**src/rtl/music_pkg.sv**
```systemverilog
// Types and constants shared by the song selector, change detector and note sequencer.
package music_pkg;

    localparam int SONG_W              = 2;
    localparam int NUM_SONGS_MAX       = 4;
    localparam int DEBOUNCE_CYCLES_DEF = 1_000_000;

    typedef logic [SONG_W-1:0] song_idx_t;

    // Forward step through the playlist, wrapping from the last index to 0.
    function automatic song_idx_t song_step_next(input song_idx_t cur, input song_idx_t last);
        return (cur == last) ? {SONG_W{1'b0}} : song_idx_t'(cur + song_idx_t'(1'b1));
    endfunction

    function automatic song_idx_t song_step_prev(input song_idx_t cur, input song_idx_t last);
        return (cur == {SONG_W{1'b0}}) ? last : song_idx_t'(cur - song_idx_t'(1'b1));
    endfunction

endpackage

```
**src/rtl/key_debounce.sv**
```systemverilog
// One board key: two-flop synchronizer, stability counter, debounced level and
// a registered one-cycle pulse on each accepted press (falling debounced level).
module key_debounce
    import music_pkg::*;
#(
    parameter int DEBOUNCE_CYCLES = DEBOUNCE_CYCLES_DEF
) (
    input  logic clk,
    input  logic rst_n,
    input  logic i_key_n,
    output logic o_press
);

    localparam int               CNT_W    = $clog2(DEBOUNCE_CYCLES);
    localparam logic [CNT_W-1:0] CNT_LAST = CNT_W'(DEBOUNCE_CYCLES - 1);

    logic             r_sync1;
    logic             r_sync2;
    logic             r_level;
    logic             r_press;
    logic [CNT_W-1:0] r_cnt;
    logic [CNT_W-1:0] w_cnt_next;
    logic             w_level_next;
    logic             w_press_next;

    // Count consecutive cycles where the synced key disagrees with the accepted level.
    always_comb begin
        w_cnt_next   = r_cnt;
        w_level_next = r_level;
        if (r_sync2 == r_level) begin
            w_cnt_next = {CNT_W{1'b0}};
        end else if (r_cnt == CNT_LAST) begin
            w_level_next = r_sync2;
            w_cnt_next   = {CNT_W{1'b0}};
        end else begin
            w_cnt_next = r_cnt + CNT_W'(1);
        end
        w_press_next = r_level & ~w_level_next;
    end

    // Synchronizer, debounce state and press pulse; released (1) is the idle level.
    always_ff @(posedge clk or negedge rst_n) begin
        if (!rst_n) begin
            r_sync1 <= 1'b1;
            r_sync2 <= 1'b1;
            r_level <= 1'b1;
            r_cnt   <= {CNT_W{1'b0}};
            r_press <= 1'b0;
        end else begin
            r_sync1 <= i_key_n;
            r_sync2 <= r_sync1;
            r_level <= w_level_next;
            r_cnt   <= w_cnt_next;
            r_press <= w_press_next;
        end
    end

    assign o_press = r_press;

endmodule

```
**src/rtl/song_select.sv**
```systemverilog
// Song-selection front end: debounced next/prev/play keys plus end-of-song
// auto-advance drive the registered song index and play/pause enable.
module song_select
    import music_pkg::*;
#(
    parameter int DEBOUNCE_CYCLES = DEBOUNCE_CYCLES_DEF,
    parameter int NUM_SONGS       = NUM_SONGS_MAX
) (
    input  logic      clk,
    input  logic      rst_n,
    input  logic      key_next_n,
    input  logic      key_prev_n,
    input  logic      key_play_n,
    input  logic      song_done,
    output song_idx_t music_reg,
    output logic      play_en
);

    localparam song_idx_t LAST_IDX = song_idx_t'(NUM_SONGS - 1);

    logic      w_next_ev;
    logic      w_prev_ev;
    logic      w_play_ev;
    song_idx_t r_music;
    song_idx_t w_music_next;
    logic      r_play;
    logic      w_play_next;

    key_debounce #(.DEBOUNCE_CYCLES(DEBOUNCE_CYCLES)) u_next (
        .clk     (clk),
        .rst_n   (rst_n),
        .i_key_n (key_next_n),
        .o_press (w_next_ev)
    );

    key_debounce #(.DEBOUNCE_CYCLES(DEBOUNCE_CYCLES)) u_prev (
        .clk     (clk),
        .rst_n   (rst_n),
        .i_key_n (key_prev_n),
        .o_press (w_prev_ev)
    );

    key_debounce #(.DEBOUNCE_CYCLES(DEBOUNCE_CYCLES)) u_play (
        .clk     (clk),
        .rst_n   (rst_n),
        .i_key_n (key_play_n),
        .o_press (w_play_ev)
    );

    // Any key event masks song_done; opposing next/prev cancel each other.
    always_comb begin
        w_music_next = r_music;
        if (w_next_ev && w_prev_ev) begin
            w_music_next = r_music;
        end else if (w_next_ev) begin
            w_music_next = song_step_next(r_music, LAST_IDX);
        end else if (w_prev_ev) begin
            w_music_next = song_step_prev(r_music, LAST_IDX);
        end else if (w_play_ev) begin
            w_music_next = r_music;
        end else if (song_done && r_play) begin
            w_music_next = song_step_next(r_music, LAST_IDX);
        end else begin
            w_music_next = r_music;
        end

        if (w_play_ev) begin
            w_play_next = ~r_play;
        end else begin
            w_play_next = r_play;
        end
    end

    // Output registers.
    always_ff @(posedge clk or negedge rst_n) begin
        if (!rst_n) begin
            r_music <= {SONG_W{1'b0}};
            r_play  <= 1'b0;
        end else begin
            r_music <= w_music_next;
            r_play  <= w_play_next;
        end
    end

    assign music_reg = r_music;
    assign play_en   = r_play;

endmodule

```
**config.mk**
```make
export PLATFORM = sky130hd
export DESIGN_NAME = song_select
export DESIGN_NICKNAME = d
export VERILOG_FILES = /design/src/rtl/music_pkg.sv /design/src/rtl/key_debounce.sv /design/src/rtl/song_select.sv
export SDC_FILE = /design/constraint.sdc
export NUM_CORES = 1
export LEC_CHECK = 0
export BUFFER_PORTS_ARGS = -buffer_cell sky130_fd_sc_hd__buf_2
export CAP_MARGIN = 10
export CORE_MARGIN = 2
export CORE_UTILIZATION = 56
export DETAILED_ROUTE_END_ITERATION = 7
export PLACE_DENSITY = 0.81
export RECOVER_POWER = 25
export SYNTH_ARGS = -nofsm -noshare
export SYNTH_HDL_FRONTEND = slang
export SYNTH_SLANG_ARGS = --single-unit
```
**constraint.sdc**
```tcl
create_clock -name clk -period 1.9 [get_ports clk]
set_input_delay 0.38 -clock clk [delete_from_list [all_inputs] [get_ports clk]]
set_output_delay 0.38 -clock clk [all_outputs]
set_load 0.02 [all_outputs]
```
==> metrics.md <==
| Metric | Value |
|---|---|
| Outcome | completed |
| Clk buf depth | 2 |
| Gr usage total | 0.2025 |
| Leading area contributor after synthesis | dfrtp_1 |
| Ant diodes | 0 |
| CTS Sinks | 75 |
| Initial antenna violation count | 0 |
| Final min period | 1831 ps |
| CP startpoint | u_play.r_cnt[6] |
| Final nets | 403 |
| PortBufs | 8 |
| DRT Pass-1 Iters | 4 |
| Peak supply drop | 538.8 uV |
| Antenna Nets Post-Route | 0 |
| TNS Setup | 0 ps |
| Critical Path Source Type | flop |
| Post-synthesis register bit count | 75 |
| Clk slew on worst S/H paths | approximately 80 ps |
| Peak fanout along the critical path | 8 |
| Largest regs | u_next.r_cnt (20), u_play.r_cnt (20), u_prev.r_cnt (20) |
| Global-route wire length before repair | 11.62 mm |
| GR Layer Usage met2 | 0.3476 |
| PD cells | 700.9 nW/um2 |
| Drt drc | 0 |
| Vias post-DR | ~2,700 |
| Commonest non-fill, non-tap cell in the layout | dfrtp_1 |
| GRT met3 Usage | 0.03561 |
| Critical path class | flop to flop |
| Syn_nets | 367 |
| Core ar. | 6241 um2 |
| M1 GR Usage | 0.2621 |
| DR vias/cell | 5.641 |
| Relative slew slack | 0.5242 |
| HP Start | key_prev_n |
| Ports | 9 |
| Clock latency on the worst-skew pair | approximately 330 ps |
| WL final | 6.575 mm |
| H-tree lvl count | 3 |
| Cells after synthesis | 356 |
| Yosys cell types | 41 |
| Fin. max-slew vios | 0 |
| Area growth syn-to-layout | 14.42% |
| RePlAce Congestion | 0.8284 |
| Site row count | 29 |
| CP required | 2150 ps |
| Avg Synthesized Cell Area | roughly 10 um2 |
| Hold slack | 142.8 ps |
| Layout cell share with drive strength beyond 1 | 0.1990 |
| Asr flop ratio synth | 1.000 |
| CTS Buf Count | 9 |
| Wire length per cell | around 14 um |
| GR peak layer | met2 |
| Worst-Margin Slew | between 700 and 800 ps |
| Warnings from Yosys | 0 |
| Detailed placement HPWL | 4.602 mm |
| WP data arrival | 2080 ps |
| Die area | 7022 um2 |
| Final hold vios | 0 |
| Fmax | ~550 MHz |
| Worst Skew | 9.652 ps |
| RR Startpoint | u_play.r_cnt[6] |
| CTS tree | done |
| Largest net degree at the start of global routing | 34 |
| Most frequent cells in the layout | 65 x dfrtp_1, 51 x nor2_1, 26 x xnor2_1 |
| Area contributors post-synth | dfrtp_1 46%, dfstp_2 6.6%, xnor2_1 6.4% |
| Die Width | 83.80 um |
| Share of the synthesized area in the top cell type | 0.4632 |
| Clock root buffer | clkbuf_8 |
| Final core occ | 0.6538 |
| Post-Syn Area | 3566 um2 |
| Synth Flop Type | dfrtp_1 |
| Post-synth EDFFs | 0 |
| Setup violations, final | 0 |
| Setup Buffers After CTS | 0 |
| Number of DRC markers in iteration 0 | around 140 |
| CP Capture Type | flop |
| Final critical-path share of the clock period | 0.9638 |
| Initial Utilization | 0.5714 |
| Gr ovfl total | 0 |
| Worst min path class | input port to flop |
| Vias in the first global route | 2,654 |
| Lkg Pwr | 1.659 nW |
| Seq/Total Area, Yosys | 0.5295 |
| Maxcap violations | 0 |
| Die H | 83.80 um |
synthesized netlist by cell type, types with 3 or more instances:
library cell / instances
clkbuf_1: 4
xor2_1: 14
mux2_2: 3
nand3_1: 18
buf_2: 4
and2_1: 3
dfrtp_1: 66
ha_1: 5
o21ai_0: 12
inv_1: 19
dfstp_2: 9
o31ai_1: 6
nor2_1: 51
nand2_1: 19
and3_1: 3
nor4b_1: 3
or3_1: 5
xnor2_1: 26
or3_2: 3
nor3_1: 11
a21oi_1: 17
nand4_1: 14
nor4_1: 11
or4_1: 8
a31o_2: 3
through the flow:
step,setup WS [ps],cells,cell area [um2],total power (W)
global route,-1.101,474,4080,0.002991
global placement,68.82,457,3870,0.001778
floorplan,49.80,356,3568,0.001714
detailed placement,26.78,457,3870,0.001783
CTS,7.095,474,4061,0.002901
finish,68.75,474,4080,0.002860
where the power goes:
part / internal [W] / switching [W]
Sequential: 0.00162 / 0.0000178
Clock: 0.000544 / 0.000566
Combinational: 0.0000369 / 0.0000715
critical path, stage by stage, from the launching register on:
cell and delay (ps):
dfrtp_1 390, nand3_1 160, or4_4 560, or4_1 520, a21oi_1 130
per-layer routing:
| metal | routed length [um] | vias up |
|---|---|---|
| met1 | 3016 | 1301 |
| met2 | 3316 | 39 |
| li1 | - | 1327 |
| met5 | 0 | - |
| met3 | 170 | 7 |
| met4 | 72 | 0 |
timing repair:
action | CTS | global route
hold buffers | 1 | 0
gates resized for setup | 0 | 8
hold endpoints to repair | 24 | 0
endpoints found under the setup margin | 0 | 20
layout make-up:
type,count,area (um2)
Tap cell,77,96.34
Timing Repair Buffer,33,234.0
Clock buffer,12,155.1
Sequential cell,75,1889
Multi-Input combinational cell,254,1608
Clock inverter,4,26.28
Inverter,19,71.32
Fill cell,487,2161
logic make-up after synthesis:
group                      after synthesis  share of synthesized area
AOI/OAI and AO/OA                       43                    0.07088
xor gates and xnor gates                40                    0.09825
adders and majority gates                5                    0.01754
buffers and inverters                   27                    0.02982
DFF                                     75                     0.5295
muxes                                    5                    0.01509
and+or+nand+nor                        161                     0.2390
final timing paths:
path                       slack (ps)               end  cells past startpoint
min in group asynchronous         630  u_prev.r_cnt[13]                      2
setup / recovery                   70  u_play.r_cnt[18]                      4
hold reg to reg                   360    u_play.r_sync2                      0
hold / removal                    140    u_prev.r_sync1                      1
setup reg to reg                   70  u_play.r_cnt[18]                      4
max in group asynchronous         260    u_next.r_sync1                      3
Note: power is estimated with default switching activity, not from simulation.
